## src/rtl/mips_exec_mem_unit.sv

```systemverilog
// Execute/memory slice of a single-cycle MIPS datapath:
// control decode, ALU, word-addressed data memory and write-back mux.
module mips_exec_mem_unit #(
  parameter int MEM_WORDS = 64
) (
  input  logic        clk,
  input  logic        rst,
  input  logic [31:0] Instruction,
  input  logic [31:0] ReadData1,
  input  logic [31:0] ReadData2,
  input  logic [31:0] extend32,
  output logic        RegDst,
  output logic        RegWrite,
  output logic        MemToReg,
  output logic        ALUSrc,
  output logic        MemRead,
  output logic        MemWrite,
  output logic        branch,
  output logic [1:0]  ALUOperation,
  output logic [31:0] alu_b,
  output logic [31:0] alu_out,
  output logic        Zero,
  output logic        branch_taken,
  output logic [31:0] MemReadData,
  output logic [31:0] WriteDataReg
);

  localparam int AW = $clog2(MEM_WORDS);

  localparam logic [5:0] OP_R    = 6'b000000;
  localparam logic [5:0] OP_LW   = 6'b100011;
  localparam logic [5:0] OP_SW   = 6'b101011;
  localparam logic [5:0] OP_BEQ  = 6'b000100;
  localparam logic [5:0] OP_ADDI = 6'b001000;

  localparam logic [5:0] FN_ADD = 6'b100000;
  localparam logic [5:0] FN_SUB = 6'b100010;
  localparam logic [5:0] FN_AND = 6'b100100;
  localparam logic [5:0] FN_OR  = 6'b100101;

  logic [5:0]    opcode;
  logic [5:0]    func;
  logic          rw_raw;
  logic          mw_raw;
  logic          br_raw;
  logic [AW-1:0] idx;
  logic [31:0]   mem_q [MEM_WORDS];
  logic          unused_bits;

  assign opcode = Instruction[31:26];
  assign func   = Instruction[5:0];

  always_comb begin
    RegDst       = 1'b0;
    rw_raw       = 1'b0;
    MemToReg     = 1'b0;
    ALUSrc       = 1'b0;
    MemRead      = 1'b0;
    mw_raw       = 1'b0;
    br_raw       = 1'b0;
    ALUOperation = 2'b00;
    unique case (opcode)
      OP_R: begin
        RegDst = 1'b1;
        rw_raw = 1'b1;
        unique case (func)
          FN_ADD:  ALUOperation = 2'b00;
          FN_SUB:  ALUOperation = 2'b01;
          FN_AND:  ALUOperation = 2'b10;
          FN_OR:   ALUOperation = 2'b11;
          default: rw_raw = 1'b0;
        endcase
      end
      OP_LW: begin
        ALUSrc   = 1'b1;
        MemToReg = 1'b1;
        MemRead  = 1'b1;
        rw_raw   = 1'b1;
      end
      OP_SW: begin
        ALUSrc = 1'b1;
        mw_raw = 1'b1;
      end
      OP_BEQ: begin
        br_raw       = 1'b1;
        ALUOperation = 2'b01;
      end
      OP_ADDI: begin
        ALUSrc = 1'b1;
        rw_raw = 1'b1;
      end
      default: ;
    endcase
  end

  // Side-effecting controls are suppressed while reset is held.
  assign RegWrite     = rw_raw & rst;
  assign MemWrite     = mw_raw & rst;
  assign branch       = br_raw & rst;
  assign branch_taken = branch & Zero;

  assign alu_b = ALUSrc ? extend32 : ReadData2;

  always_comb begin
    alu_out = '0;
    unique case (ALUOperation)
      2'b00: alu_out = ReadData1 + alu_b;
      2'b01: alu_out = ReadData1 - alu_b;
      2'b10: alu_out = ReadData1 & alu_b;
      2'b11: alu_out = ReadData1 | alu_b;
      default: alu_out = '0;
    endcase
  end

  assign Zero = (alu_out == 32'h0);

  assign idx         = alu_out[AW+1:2];
  assign MemReadData = mem_q[idx];

  always_ff @(posedge clk) begin
    if (!rst) begin
      for (int i = 0; i < MEM_WORDS; i++) mem_q[i] <= '0;
    end else if (MemWrite) begin
      mem_q[idx] <= ReadData2;
    end
  end

  assign WriteDataReg = MemToReg ? MemReadData : alu_out;

  assign unused_bits = ^{Instruction[25:6], alu_out[31:AW+2], alu_out[1:0]};

endmodule

```

## config.mk

```make
export PLATFORM = sky130hd
export DESIGN_NAME = mips_exec_mem_unit
export DESIGN_NICKNAME = d
export VERILOG_FILES = /design/src/rtl/mips_exec_mem_unit.sv
export SDC_FILE = /design/constraint.sdc
export NUM_CORES = 2
export LEC_CHECK = 0
export ABC_AREA = 1
export CAP_MARGIN = 0
export CORE_ASPECT_RATIO = 1.5
export CORE_MARGIN = 2
export CORE_UTILIZATION = 55
export CTS_BUF_LIST = sky130_fd_sc_hd__clkbuf_8
export DETAILED_ROUTE_END_ITERATION = 12
export HOLD_SLACK_MARGIN = 0.1
export PLACE_DENSITY_LB_ADDON = 0.1
export RECOVER_POWER = 25
export SYNTH_ARGS = -nofsm -noshare
export SYNTH_HDL_FRONTEND = slang
export SYNTH_SLANG_ARGS = --single-unit
```

## constraint.sdc

```tcl
create_clock -name clk -period 16.5 [get_ports clk]
set_input_delay 2.475 -clock clk [delete_from_list [all_inputs] [get_ports clk]]
set_output_delay 2.475 -clock clk [all_outputs]
set_load 0.02 [all_outputs]
```

==> run summary <==
Largest net degree at the start of global routing - 141
Die area - 185,000 um^2
Highest Signal Layer - met5
Clock Path Buffers - 4
IO Pins - 269
Vias per std cell - 5.68
Mapped Cells - 11,783
Average cell area after synthesis - 8.45 um^2
Synth Net Count - 11,947
Slew Viols, Final - 1,423
Most common cell after layout, fill and taps aside - nand2_1
Antenna violations before repair - 14
Cts hold-fix bufs - 0
Status - finished with violations
Clk sinks - 2,048
Setup_tns - 0 ns
Crit path launch type - input port
Die height - 525 um
Starting density of the core - 55.3%
CTS tree - built
Synth-to-layout area growth - 9.53%
NumNets Final - 11,871
IO Port Bufs - 248
Worst-margin pin slew - 2.25 ns
Worst path required time - 14.03 ns
Setup Buffers After CTS - 0
RSZ-0062 raised after global routing - false
# fillers - 15,871
Largest Register - mem_q
Post-route clock period utilization - 91.8%
Fmax - 66.0 MHz
Number of synthesized flops with an enable pin - 2,048
Area leader, netlist - edfxtp_1
Most used flip-flop cell after synthesis - edfxtp_1
WL/cell - 24.9 um
Root buffer cell - clkbuf_8
Crit path max fanout - 107
Failing checks - capacitance limit, slew limit
Setup violations, final - 0
Peak VDD IR - 0.129 mV
Max reg flops - 2,048
WL met3 - 40,300 um
Synth Warn # - 0
CP Class - input port to primary output
Maxcap violations - 43
Worst relative slew slack - -49.7%
Worst setup EP type - primary output
WL met1 - 129,000 um
Clock transition at path regs - 0.06 ns
Part of the Yosys area used for sequential elements - 61.7%
Die Wd - 351 um
Utilization after layout - 60.5%
Hold Vio Cnt, Final - 0
HPWL after DPL - 221,000 um
Synth area leaders - edfxtp_1, nand2_1, nor2_1
Share of cells above drive strength 1 - 5.26%
Multi-input logic area - 34,000 um^2
DRC viols - 0
PnR Total Power - 15.0 mW
Cts repair resizes - 0
Vias in the first global route - 75,272
CP max stage delay - 1.13 ns
Met2 WL post-DR - 159,000 um
Row count - 191
Netlist Area Pre-Place - 99,600 um^2
Antenna-violating nets left - 0
Yosys reg bits - 2,048
Synth top area share - 61.7%
First-pass GRT wire length - 513,000 um
Most frequent cells in the layout - nand2_1, nor2_1, edfxtp_1
Biggest regs - mem_q: 2048 flops
Grt ovf - 0
H-tree levels - 5
CP arrival - 12.67 ns
Placer congestion estimate - 1.00
Register area - 61,500 um^2
Iter 0 DRT Violations - 10,387
Worst Hold Class - input port to register
Core ar. - 180,000 um^2
Global Route Usage Sum - 38.4%
Most used cell, CP - nand2_1
Slowest stage cell, crit path - clkbuf_1
Power Density - 138 nW/um^2
Initial DRT Pass Iterations - 7
Leakage - 48.6 nW
Vias - 81,499
Final WL - 358,000 um
Num CTS Buffers - 314
Async S/R FF share, synth - 0%
Final min period - 15.14 ns
Distinct cells, synth - 43
[area by class of cell]
class	instances	share of cell area, %
inverters	176	0.663
well taps	2412	2.77
multi-input cells	8678	31.1
flip-flops and latches	2048	56.4
diodes	8	0.0183
clock buffers	326	4.11
clock inverters	216	0.878
repair buffers	489	4.05
[metal layers]
layer  GRT usage [%]  vias to the layer above
met3            7.71                      888
met4            27.7                       12
li1                -                    37125
met1            50.2                    38716
met5               0                        -
met2            56.9                     4758
[synth_stat cells, drive strengths merged (6+ instances only)]
library cell	n
nand3b	6
inv	174
o21ai	85
buf	129
xnor2	6
nor4	10
nand2	5920
o211ai	12
nand4	58
nor2	2203
clkbuf	752
ha	33
edfxtp	2048
nor3	15
xor2	31
a21oi	130
nand3	140
[through the flow]
step	hold slack (ns)	setup slack [ns]	instance area, um^2	std cells
3_5_place_dp	3.15	3.19	104000	13803
6_report	2.20	1.36	109000	14353
5_1_grt	2.18	1.33	109000	14347
3_3_place_gp	3.14	3.15	104000	13803
2_1_floorplan	2.72	7.28	99600	11783
4_1_cts	2.14	3.17	109000	14345
[critical path: cells and delay by family]
family | cells | cell delay [ns]
buffers and inverters | 7 | 4.17
adders and majority gates | 1 | 0.37
and+or+nand+nor | 17 | 4.60
AOI/OAI and AO/OA | 2 | 0.31
xor gates and xnor gates | 2 | 0.37
[cells by family (layout without fill, tap and decap cells)]
family	Yosys count	in the layout	share of synthesized area, %
simple gates	8358	8358	32.0
xor+xnor	37	37	0.325
buf+inv	1057	1207	4.12
other cells	0	8	0
flops	2048	2048	61.7
compound gates	249	249	1.35
fa+ha+maj	34	34	0.435
[where the power goes]
group	internal (mW)	switching (mW)
Combinational	1.23	3.90
Clock	1.86	2.01
Sequential	5.97	0.0668
Total	9.06	5.97
[path summary, 6_finish.rpt]
check            start         endpoint  slack [ns]  cells after the start
max    Instruction[28]  WriteDataReg[0]        1.36                     29
min                rst     mem_q[7][31]        2.20                      2
Power figures use the tool's default switching activity.
